`config.mk`:
```
export PLATFORM = sky130hd
export DESIGN_NAME = iram_loader
export DESIGN_NICKNAME = d
export VERILOG_FILES = /design/src/rtl/iram_loader_pkg.sv /design/src/rtl/iram_loader_timeout.sv /design/src/rtl/iram_loader.sv
export SDC_FILE = /design/constraint.sdc
export NUM_CORES = 1
export LEC_CHECK = 0
export ABC_AREA = 1
export BUFFER_PORTS_ARGS = -buffer_cell sky130_fd_sc_hd__buf_2
export CORE_ASPECT_RATIO = 0.75
export CORE_UTILIZATION = 58
export CTS_CLUSTER_DIAMETER = 150
export CTS_CLUSTER_SIZE = 20
export DETAILED_ROUTE_END_ITERATION = 16
export PLACE_DENSITY = 0.8
export SETUP_SLACK_MARGIN = 0.2
export SLEW_MARGIN = 20
export SYNTH_ARGS = -nofsm -noshare
export SYNTH_HDL_FRONTEND = slang
export SYNTH_SLANG_ARGS = --single-unit
export TNS_END_PERCENT = 50
```
`constraint.sdc`:
```
create_clock -name clk -period 5.1 [get_ports clk]
set_input_delay 0.765 -clock clk [delete_from_list [all_inputs] [get_ports clk]]
set_output_delay 0.765 -clock clk [all_outputs]
set_load 0.005 [all_outputs]
```
`src/rtl/iram_loader_pkg.sv`:
```
// Shared types and constants for the instruction-RAM boot loader.
// DEPTH_WORDS_DEF must track the instruction RAM depth.
package iram_loader_pkg;

  localparam int unsigned DEPTH_WORDS_DEF = 8191;

  typedef enum logic [2:0] {
    ST_IDLE  = 3'd0,
    ST_LEN   = 3'd1,
    ST_DATA  = 3'd2,
    ST_WRITE = 3'd3,
    ST_CSUM  = 3'd4,
    ST_DONE  = 3'd5,
    ST_ERR   = 3'd6
  } state_t;

  localparam logic [1:0] ERR_NONE    = 2'd0;
  localparam logic [1:0] ERR_LEN     = 2'd1;
  localparam logic [1:0] ERR_TIMEOUT = 2'd2;
  localparam logic [1:0] ERR_CSUM    = 2'd3;

  // Little-endian assembly: each new byte enters at the top and older bytes move down.
  function automatic logic [31:0] shift_in_byte(input logic [31:0] word, input logic [7:0] b);
    return {b, word[31:8]};
  endfunction

endpackage

```
`src/rtl/iram_loader_timeout.sv`:
```
// Idle-gap watchdog: reloads on clear, counts down while enabled, and flags
// the idle cycle that completes TIMEOUT_CYCLES consecutive idle cycles.
module iram_loader_timeout #(
  parameter int unsigned TIMEOUT_CYCLES = 1000000,
  parameter int unsigned CNT_W          = 20
) (
  input  logic clk,
  input  logic rst,
  input  logic clear,
  input  logic enable,
  output logic expired
);

  localparam logic [CNT_W-1:0] LOAD_VAL = CNT_W'(TIMEOUT_CYCLES);

  logic [CNT_W-1:0] cnt;

  always_ff @(posedge clk or posedge rst) begin
    if (rst) begin
      cnt <= LOAD_VAL;
    end else if (clear) begin
      cnt <= LOAD_VAL;
    end else if (enable && (cnt != '0)) begin
      cnt <= cnt - 1'b1;
    end
  end

  assign expired = enable && (cnt == CNT_W'(1));

endmodule

```
`src/rtl/iram_loader.sv`:
```
// Boot loader: length-prefixed little-endian byte stream -> instruction RAM writes.
// Optional trailing checksum byte when IRAM_LOADER_CSUM_EN is defined.
//
// state | meaning
// IDLE  | waiting for load_start, core released
// LEN   | shifting in the 4-byte word count
// DATA  | assembling the next 4-byte word
// WRITE | one-cycle RAM write strobe
// CSUM  | waiting for the trailing checksum byte
// DONE  | one-cycle completion pulse, core released
// ERR   | sticky failure, core held in reset
module iram_loader
  import iram_loader_pkg::*;
#(
  parameter int unsigned DEPTH_WORDS    = DEPTH_WORDS_DEF,
  parameter int unsigned TIMEOUT_CYCLES = 1000000,
  parameter int unsigned CNT_W          = 20
) (
  input  logic        clk,
  input  logic        rst,
  input  logic        load_start,
  input  logic [7:0]  rx_data,
  input  logic        rx_valid,
  output logic        rx_ready,
  output logic        iram_we,
  output logic [31:0] iram_waddr,
  output logic [31:0] iram_wdata,
  output logic        core_hold,
  output logic        load_done,
  output logic        load_err,
  output logic [1:0]  err_code,
  output logic [31:0] words_loaded
);

`ifdef IRAM_LOADER_CSUM_EN
  localparam state_t ST_TAIL = ST_CSUM;
`else
  localparam state_t ST_TAIL = ST_DONE;
`endif

  state_t      state, state_nxt;
  logic [31:0] len_q, word_q, wcnt_q;
  logic [1:0]  bcnt_q, err_q, err_val;
  logic        accept, start, err_set;
  logic        to_clear, to_en, to_exp;
  logic [31:0] len_asm, word_asm;
  logic        last_byte, last_word;

`ifdef IRAM_LOADER_CSUM_EN
  logic [7:0] csum_q;
  logic [7:0] csum_fin;
  assign csum_fin = csum_q + rx_data;
  assign rx_ready = (state == ST_LEN) || (state == ST_DATA) || (state == ST_CSUM);
`else
  assign rx_ready = (state == ST_LEN) || (state == ST_DATA);
`endif

  assign accept    = rx_valid && rx_ready;
  assign len_asm   = shift_in_byte(len_q, rx_data);
  assign word_asm  = shift_in_byte(word_q, rx_data);
  assign last_byte = (bcnt_q == 2'd3);
  assign last_word = ((wcnt_q + 32'd1) == len_q);

  // Watchdog runs only while the loader is waiting on the stream.
  assign to_clear = !rx_ready || accept;
  assign to_en    = rx_ready && !rx_valid;

  iram_loader_timeout #(
    .TIMEOUT_CYCLES (TIMEOUT_CYCLES),
    .CNT_W          (CNT_W)
  ) u_timeout (
    .clk     (clk),
    .rst     (rst),
    .clear   (to_clear),
    .enable  (to_en),
    .expired (to_exp)
  );

  always_ff @(posedge clk or posedge rst) begin
    if (rst) state <= ST_IDLE;
    else     state <= state_nxt;
  end

  always_comb begin
    state_nxt = state;
    iram_we   = 1'b0;
    core_hold = 1'b1;
    load_done = 1'b0;
    load_err  = 1'b0;
    start     = 1'b0;
    err_set   = 1'b0;
    err_val   = ERR_NONE;
    case (state)
      ST_IDLE: begin
        core_hold = 1'b0;
        if (load_start) begin
          state_nxt = ST_LEN;
          start     = 1'b1;
        end
      end
      ST_LEN: begin
        if (accept) begin
          if (last_byte) begin
            if (len_asm > DEPTH_WORDS) begin
              state_nxt = ST_ERR;
              err_set   = 1'b1;
              err_val   = ERR_LEN;
            end else if (len_asm == 32'd0) begin
              state_nxt = ST_TAIL;
            end else begin
              state_nxt = ST_DATA;
            end
          end
        end else if (to_exp) begin
          state_nxt = ST_ERR;
          err_set   = 1'b1;
          err_val   = ERR_TIMEOUT;
        end
      end
      ST_DATA: begin
        if (accept) begin
          if (last_byte) state_nxt = ST_WRITE;
        end else if (to_exp) begin
          state_nxt = ST_ERR;
          err_set   = 1'b1;
          err_val   = ERR_TIMEOUT;
        end
      end
      ST_WRITE: begin
        iram_we   = 1'b1;
        state_nxt = last_word ? ST_TAIL : ST_DATA;
      end
`ifdef IRAM_LOADER_CSUM_EN
      ST_CSUM: begin
        if (accept) begin
          if (csum_fin == 8'd0) begin
            state_nxt = ST_DONE;
          end else begin
            state_nxt = ST_ERR;
            err_set   = 1'b1;
            err_val   = ERR_CSUM;
          end
        end else if (to_exp) begin
          state_nxt = ST_ERR;
          err_set   = 1'b1;
          err_val   = ERR_TIMEOUT;
        end
      end
`endif
      ST_DONE: begin
        core_hold = 1'b0;
        load_done = 1'b1;
        if (load_start) begin
          state_nxt = ST_LEN;
          start     = 1'b1;
        end else begin
          state_nxt = ST_IDLE;
        end
      end
      ST_ERR: begin
        load_err = 1'b1;
        if (load_start) begin
          state_nxt = ST_LEN;
          start     = 1'b1;
        end
      end
      default: state_nxt = ST_IDLE;
    endcase
  end

  always_ff @(posedge clk or posedge rst) begin
    if (rst) begin
      len_q  <= '0;
      word_q <= '0;
      wcnt_q <= '0;
      bcnt_q <= '0;
      err_q  <= ERR_NONE;
`ifdef IRAM_LOADER_CSUM_EN
      csum_q <= '0;
`endif
    end else if (start) begin
      len_q  <= '0;
      word_q <= '0;
      wcnt_q <= '0;
      bcnt_q <= '0;
      err_q  <= ERR_NONE;
`ifdef IRAM_LOADER_CSUM_EN
      csum_q <= '0;
`endif
    end else begin
      if (accept && (state == ST_LEN)) begin
        len_q  <= len_asm;
        bcnt_q <= bcnt_q + 2'd1;
      end
      if (accept && (state == ST_DATA)) begin
        word_q <= word_asm;
        bcnt_q <= bcnt_q + 2'd1;
`ifdef IRAM_LOADER_CSUM_EN
        csum_q <= csum_q + rx_data;
`endif
      end
      if (iram_we) wcnt_q <= wcnt_q + 32'd1;
      if (err_set) err_q <= err_val;
    end
  end

  // Address and data are only meaningful alongside the strobe.
  assign iram_waddr   = iram_we ? wcnt_q : '0;
  assign iram_wdata   = iram_we ? word_q : '0;
  assign err_code     = err_q;
  assign words_loaded = wcnt_q;

endmodule

```
==> results.cfg, run 1 <==
[status]
status = complete, no violations

[critical_path]
r2r_slack_ns = 2.62
crit_chain = inv_1 > nor3_2 > buf_4 > inv_2 > buf_4 > nor2_1 > buf_2
cp.depth = 7
worstPathMaxFanout = 45
crit_start = state[0]
crit_path_end = iram_wdata[18]
cp-end-kind = output pin
cp_data_arrival_time_ns = 2.48
crit_type = register to output pin
crit_path_start_kind = register
crit_family = buffers and inverters
reg2regPathDepth = 9
r2r-start = state[2]
crit_top_cell = buf_4
path_buf_inv = 5
r2r-end = words_loaded[22]
cp.required_ns = 4.34
crit_path_max_incr_delay_ns = 0.43
slowest_stage = dfrtp_1

[global_route]
grt_start_max_net_pins = 48
grt_util_met2 = 0.495
grt_use_total = 0.327
grt_overflow_total = 0
met1_usage = 0.474
grt_pass1_vias = 7014
grt_pass1_wl_um = 34800
grt-busiest-layer = met2
grt_use_met3 = 0.0561
antenna_found_initial = 0

[logic_synthesis]
yosysSeqAreaShare = 0.400
async_flop_share = 1.00
synth.avg_cell_area_um2 = 6.81
syn_area_um2 = 7720
ys_ff_latch = 123
ys.flop_type = dfrtp_1
syn_inst = 1135
synth_edf_count = 0
ys_types = 37
yosysWarnings = 0
syn-num-nets = 1152

[timing]
tightest_slew_ns = 0.641
setup-tns-final_ns = 0
skew_ns = 0.00857
rsz0062_at_grt = false
finalSetupViolCount = 0
relSlewSlack = 0.572
slew_violations = 0
hold_viol_final = 0
timing.final.crit_share = 0.637
min_period_ns = 3.25
fmax_mhz = 308

[finish]
multi_input_area_um2 = 3760
nFillCells = 1145
layout_common_cells = 260 x nand2_1, 197 x inv_1, 180 x nor2_1, 116 x dfrtp_1, 114 x buf_2
ff_latch_area_um2 = 3090
syn_to_final_growth_pct = 17.9
drive_gt1_frac = 0.171
layout.cells.non_filler = 1433
nets = 1267
layout_commonest_cell = nand2_1
antenna_cells = 0

[clock_tree]
clk_latency_ns = 0.42
tritoncts = yes
h-tree-depth = 4
clock_tree.root_cell = clkbuf_16
ctsHoldBuffers = 0
cts_sinks = 123
cts_resized = 0
cts_buffers = 17
postCtsSetupRepairBufs = 0
clk_path_buf_depth = 2
path_clk_slew_ns = 0.06

[detailed_routing]
vias_per_cell = 5.45
routedWlPerCell_um = 15.1
route.vias.total = 7815
first_iter_violations = 803
drtAntennaViolNets = 0
drt_drc_violations_left = 0
routed_wl_um = 21600
firstDrtPassIters = 6

[die]
coreArea_um2 = 13000
ios = 115
die-height_um = 102
die_x_um = 135
initial_utilization = 0.595
row_count = 36
dieArea_um2 = 13800

[hold_path]
hp-class = input port to async pin

[power_and_ir_drop]
leakage_nw = 5.01
power_density_nw_per_um2 = 464
peakVddDrop_mv = 0.323

[flow_run]
maxCapViolations = 0

[placed_design]
placedCellCount = 1402
portBuffers = 114
dpl.hpwl_um = 15800
gp_congestion = 0.986
layer usage:
metal	wire length (um)	part of all wire	up-vias
li1	-	-	3830
met1	9910	0.46	3574
met5	0	0	-
met3	1860	0.086	38
met4	419	0.019	0
met2	9430	0.44	373
per-stage QoR:
stage          power (mW)  setup slack (ns)  cell area (um^2)  hold slack, ns   util
3_3_place_gp         2.86              2.43              8480           0.473  0.654
3_5_place_dp         2.90              2.34              8480           0.479  0.654
4_1_cts              4.21              1.91              9110           0.435  0.702
6_report             4.23              1.85              9110           0.412  0.702
5_1_grt              4.51              1.74              9110           0.462  0.702
2_1_floorplan        2.46              1.08              7720           0.456      -
worst min path at each step:
stage | to | start | depth (start not counted) | slack [ns]
floorplan | len_q[3] | len_q[3] | 2 | 0.46
global placement | len_q[5] | len_q[5] | 2 | 0.47
detailed placement | word_q[6] | word_q[6] | 2 | 0.48
CTS | u_timeout.cnt[10] | rst | 2 | 0.43
global route | word_q[11] | rst | 2 | 0.46
finish | u_timeout.cnt[10] | rst | 2 | 0.41
sequential cells by signal, summed over array words and instances (netlist names):
register / count
word_q: 32
words_loaded: 32
err_code: 2
u_timeout.cnt: 20
state: 3
bcnt_q: 2
len_q: 32
cell type report:
type / instances / share of cell area
tap: 171 / 0.0235
sequential: 123 / 0.339
multi-input combinational: 777 / 0.413
timing repair buffer: 122 / 0.0692
inverter: 209 / 0.0864
clock inverter: 13 / 0.0210
clock buffer: 18 / 0.0482
synth_stat cells (3+ instances only):
| cell type | number | area (um^2) |
|---|---|---|
| ha_1 | 5 | 62.6 |
| nor2_8 | 3 | 60.1 |
| nand2_2 | 21 | 131 |
| buf_2 | 5 | 25.0 |
| clkbuf_1 | 19 | 71.3 |
| dfstp_2 | 7 | 184 |
| nor2_4 | 10 | 113 |
| nand3_1 | 102 | 510 |
| o21ai_0 | 60 | 300 |
| nor3_1 | 10 | 50.1 |
| nand3b_1 | 3 | 22.5 |
| inv_2 | 10 | 37.5 |
| o22ai_1 | 9 | 56.3 |
| nand2_1 | 260 | 976 |
| inv_1 | 198 | 743 |
| nor2_1 | 182 | 683 |
| a21oi_1 | 23 | 115 |
| a22oi_1 | 48 | 360 |
| o21ai_1 | 6 | 30.0 |
| nand4_1 | 11 | 68.8 |
| nand3_2 | 4 | 40.0 |
| dfrtp_1 | 116 | 2900 |
kinds of logic after synthesis:
family	after synthesis	share of synthesized area
and+or+nand+nor	616	0.353
AOI/OAI and AO/OA	151	0.116
buffers and inverters	235	0.115
DFF	123	0.400
xor gates and xnor gates	5	0.00745
adders and majority gates	5	0.00810
power by group:
| part | internal (mW) | total, mW | switching, mW |
|---|---|---|---|
| Combinational | 0.476 | 1.50 | 1.02 |
| Clock | 0.833 | 1.30 | 0.470 |
| Sequential | 1.18 | 1.43 | 0.246 |
| Total | 2.49 | 4.23 | 1.74 |
Power figures use the tool's default switching activity.
==> run 2: changes to the inputs <==
- ABC_AREA: 1 -> 0
- CORE_UTILIZATION: 58 -> 52
- PLACE_DENSITY: 0.8 -> 0.76
- clock period: 5.1 -> 2.88 ns (I/O delays scaled with it)
==> results.cfg, run 2 <==
[status]
status = complete, but fails checks
violations = setup timing

[global_route]
grt_use_total = 0.309
grt_pass1_wl_um = 35800
grt_overflow_total = 0
antenna_found_initial = 0
grt_start_max_net_pins = 78
grt_pass1_vias = 7021

[detailed_routing]
firstDrtPassIters = 5
drtAntennaViolNets = 0
routed_wl_um = 21700
route.vias.total = 7496
first_iter_violations = 616
routedWlPerCell_um = 17.1
drt_drc_violations_left = 0
vias_per_cell = 5.89

[clock_tree]
clock_tree.root_cell = clkbuf_16
cts_sinks = 123
clk_latency_ns = 0.43
h-tree-depth = 4
path_clk_slew_ns = 0.06
ctsHoldBuffers = 0
clk_path_buf_depth = 2
tritoncts = yes
cts_buffers = 17

[critical_path]
reg2regPathDepth = 11
crit_family = simple AND/OR/NAND/NOR gates
crit_path_start_kind = register
cp.required_ns = 3.23
path_buf_inv = 3
cp.depth = 11
worstPathMaxFanout = 5
cp_data_arrival_time_ns = 3.43
crit_top_cell = buf_4
crit_type = register to register
crit_chain = buf_6 > nand4_1 > buf_4 > nor4_4 > buf_4 > a21oi_1 > o211ai_1 > or4_4 > or4b_1 > or4b_4 > o211ai_2
slowest_stage = or4_4
cp-end-kind = register
crit_path_max_incr_delay_ns = 0.53

[timing]
skew_ns = 0.0156
relSlewSlack = 0.472
timing.final.crit_share = 1.07
tightest_slew_ns = 0.792
rsz0062_at_grt = true
slew_violations = 0
finalSetupViolCount = 2
holdWs_ns = 0.118
fin_ws_ns = -0.201
min_period_ns = 3.08
hold_viol_final = 0
fmax_mhz = 325

[logic_synthesis]
synthMostInstantiatedCell = nand2_1
async_flop_share = 1.00
ys_top_cells_by_count = 177 x nand2_1, 116 x dfrtp_1, 91 x a21oi_1, 69 x and3_1, 53 x clkbuf_1
synth.avg_cell_area_um2 = 8.18
yosysWarnings = 0
ys_types = 66
synth_top_area_frac = 0.395
ys_ff_latch = 123
synth_edf_count = 0
syn-num-nets = 916
yosysSeqAreaShare = 0.420
syn_area_um2 = 7350
syn_inst = 899
ys.flop_type = dfrtp_1
synth_top_cell_by_area = dfrtp_1
synth.area.top_cells = dfrtp_1 39%, nand2_1 9.0%, a21oi_1 6.2%

[die]
ios = 115
row_count = 37
dieArea_um2 = 14600
coreArea_um2 = 13700
die-height_um = 105
initial_utilization = 0.535
die_x_um = 139

[hold_path]
hp-class = input port to async pin

[placed_design]
portBuffers = 114
gp_congestion = 0.948
pre_cts_slack_ns = -0.274
dpl.hpwl_um = 14400

[finish]
syn_to_final_growth_pct = 31.5
nets = 1101
final_util = 0.703
layout_commonest_cell = nand2_1
layout_common_cells = 176 x nand2_1, 116 x buf_4, 115 x dfrtp_1, 114 x buf_2, 91 x a21oi_1
drive_gt1_frac = 0.302
antenna_cells = 0

[flow_run]
maxCapViolations = 0

[power_and_ir_drop]
p_total_mw = 7.40
power_density_nw_per_um2 = 766
peakVddDrop_mv = 0.460
leakage_nw = 4.75
## run 2: changes by cell type after synthesis, sizes merged, moves of 32 or more
cell	change
nand2	-106
clkbuf	+35
a21oi	+68
inv	-196
nor2	-148
a22oi	-48
nand3	-78
xnor2	+32
and3	+69
## run 2: power breakdown
| group | switching (mW) | total, mW | internal (mW) |
|---|---|---|---|
| combinational | 1.56 | 2.81 | 1.25 |
| sequential | 0.393 | 2.53 | 2.14 |
| clock | 0.856 | 2.06 | 1.21 |
| total | 2.81 | 7.40 | 4.60 |
## run 2: routing by layer
layer,vias to the layer above,global-route usage,wire length (um)
met5,-,0,0
met1,3569,0.443,9820
li1,3546,-,-
met3,38,0.0614,1620
met2,343,0.469,9910
met4,0,0.0937,333
## run 2: cells by family after synthesis
family,after synthesis,share of synthesized area
and+or+nand+nor,431,0.301
AOI/OAI and AO/OA,195,0.154
DFF,123,0.420
buffers and inverters,87,0.0476
xor gates and xnor gates,58,0.0691
adders and majority gates,5,0.00851
## run 2: path summary, 6_finish.rpt
kind	endpoint	from	slack, ns
setup / recovery	state[0]	words_loaded[1]	-0.20
hold / removal	u_timeout.cnt[12]	rst	0.12
setup reg to reg	state[0]	words_loaded[1]	-0.20
hold reg to reg	u_timeout.cnt[1]	u_timeout.cnt[1]	0.52
max in group asynchronous	len_q[5]	rst	2.06
min in group clk	word_q[30]	rx_data[6]	0.26
## run 2: layout make-up
type                            count  area, um^2
Multi-Input combinational cell    689        4150
Inverter                           13        56.3
Fill cell                        1053        4080
Timing Repair Buffer              240        1590
Sequential cell                   123        3090
Tap cell                          175         219
Clock buffer                       18         429
Clock inverter                     14         139
## run 2: repair_timing
action / in CTS / in global routing
pin swaps: 10 / 3
buffers inserted: 8 / 1
gates resized for setup: 33 / 14
endpoints found under the setup margin: 4 / 10
## run 2: metrics by stage
stage	cells	cell area, um^2	TNS, ns
after floorplan	899	7360	-0.646
after global placement	1231	8790	-0.368
after detailed placement	1231	8790	-0.534
after CTS	1271	9570	-0.235
after global routing	1272	9670	-0.559
final	1272	9670	-0.384
==> run 3: changes to the inputs <==
- ABC_AREA: 0 -> 1
- SETUP_SLACK_MARGIN: 0.2 -> 0.15
- SKIP_CTS_REPAIR_TIMING: not set -> 1
==> results.cfg, run 3 (synthesis results as in run 1) <==
[status]
status = complete, no violations

[die]
row_count = 38
die_x_um = 143
ios = 115
initial_utilization = 0.533
dieArea_um2 = 15400
die-height_um = 108
coreArea_um2 = 14500

[power_and_ir_drop]
peakVddDrop_mv = 0.738
p_int_mw = 4.34
power_switching_mw = 3.15
netSwitchingFraction = 0.420
power_density_nw_per_um2 = 819
pwr-share-seq = 0.340
p_clk_frac = 0.299
leakage_nw = 5.01
pwr-share-comb = 0.361

[detailed_routing]
vias_per_cell = 5.35
drt_drc_violations_left = 0
drtAntennaViolNets = 0
routed_wl_um = 22600
first_iter_violations = 714
routedWlPerCell_um = 15.5
firstDrtPassIters = 6
route.vias.total = 7835

[global_route]
grt_overflow_total = 0
grt_start_max_net_pins = 71
grt_use_total = 0.311
grt_pass1_wl_um = 36300
antenna_found_initial = 0
grt_pass1_vias = 7032

[clock_tree]
h-tree-depth = 4
clk_latency_ns = 0.42
path_clk_slew_ns = 0.07
clk_path_buf_depth = 2
clock_tree.root_cell = clkbuf_16
cts_buffers = 17
cts_sinks = 123
tritoncts = yes

[critical_path]
cp-end-kind = register
cp_data_arrival_time_ns = 2.76
crit_type = register to register
cp.required_ns = 3.23
worstPathMaxFanout = 6
crit_path_start_kind = register

[timing]
relSlewSlack = 0.527
skew_ns = 0.0118
rsz0062_at_grt = false
tightest_slew_ns = 0.709
setup-tns-final_ns = 0
min_period_ns = 2.41
finalSetupViolCount = 0
timing.final.crit_share = 0.837
hold_viol_final = 0
fmax_mhz = 415
slew_violations = 0

[flow_run]
maxCapViolations = 0

[finish]
layout_common_cells = 260 x nand2_1, 197 x inv_1, 180 x nor2_1, 116 x dfrtp_1, 114 x buf_2
final_util = 0.631
nets = 1268
drive_gt1_frac = 0.172
layout_commonest_cell = nand2_1
antenna_cells = 0
syn_to_final_growth_pct = 18.4

[hold_path]
hp-class = input port to async pin

[placed_design]
dpl.hpwl_um = 16800
portBuffers = 114
gp_congestion = 0.999
-- run 3: cell count changes in the layout (fill, tap and decap cells not counted), sizes merged, moves of 22 or more --
cell   before  now
a21oi      91   23
a22oi       0   48
and3       70    1
buf       240  123
inv        15  210
nand2     177  283
nand3      28  106
nor2       49  197
xnor2      34    2
xor2       24    2
-- run 3: final timing paths --
check / startpoint / endpoint / slack, ns / cells past startpoint
hold reg to reg: word_q[1] / word_q[1] / 0.49 / 2
max in group asynchronous: rst / u_timeout.cnt[17] / 2.04 / 3
setup reg to reg: words_loaded[0] / state[0] / 0.47 / 15
min in group clk: rx_data[5] / word_q[29] / 0.32 / 3
hold / removal: rst / word_q[4] / 0.02 / 2
setup / recovery: words_loaded[0] / state[0] / 0.47 / 15
-- run 3: power by group through the flow --
stage	registers, mW	clock network (mW)	logic (mW)
2_1_floorplan	2.38	0	1.98
3_5_place_dp	2.55	0	2.66
5_1_grt	2.59	2.33	3.08
6_report	2.55	2.24	2.71
3_3_place_gp	2.54	0	2.61
4_1_cts	2.53	2.26	2.69
-- run 3: cell type report --
cell class              count  area, um^2
repair buffers            123         651
multi-input cells         777        3760
well taps                 200         250
fillers                  1361        5350
clock inverters            13         166
inverters                 209         791
flip-flops and latches    123        3090
clock buffers              19         443
-- run 3: through the flow --
stage | worst slack, ns | hold WS (ns) | power [mW] | cells | instance area [um^2]
floorplan | 0.895 | 0.456 | 4.36 | 1135 | 7730
global placement | 0.636 | 0.465 | 5.16 | 1432 | 8540
detailed placement | 0.552 | 0.465 | 5.21 | 1432 | 8540
CTS | 0.527 | 0.0214 | 7.47 | 1464 | 9150
global route | 0.283 | 0.0439 | 8.00 | 1464 | 9150
finish | 0.468 | 0.0164 | 7.49 | 1464 | 9150
-- run 3: worst max-delay path, stage by stage (launching register included) --
cell	delay, ns
dfrtp_1	0.45
ha_1	0.25
nand3_1	0.13
nor2_1	0.32
nand2_1	0.14
nand2_1	0.12
nand2_1	0.05
nand2_1	0.07
nand2_1	0.10
nor2_1	0.11
nand3_1	0.09
nor2_1	0.11
nand4_1	0.17
nand2_1	0.12
nand2_1	0.06
nand2_1	0.05
-- run 3: routing by layer --
metal,up-vias,share of wire,global-route usage
met1,3620,0.48,0.471
met3,35,0.089,0.0543
met5,-,0,0
met2,346,0.42,0.454
li1,3834,-,-
met4,0,0.015,0.0853
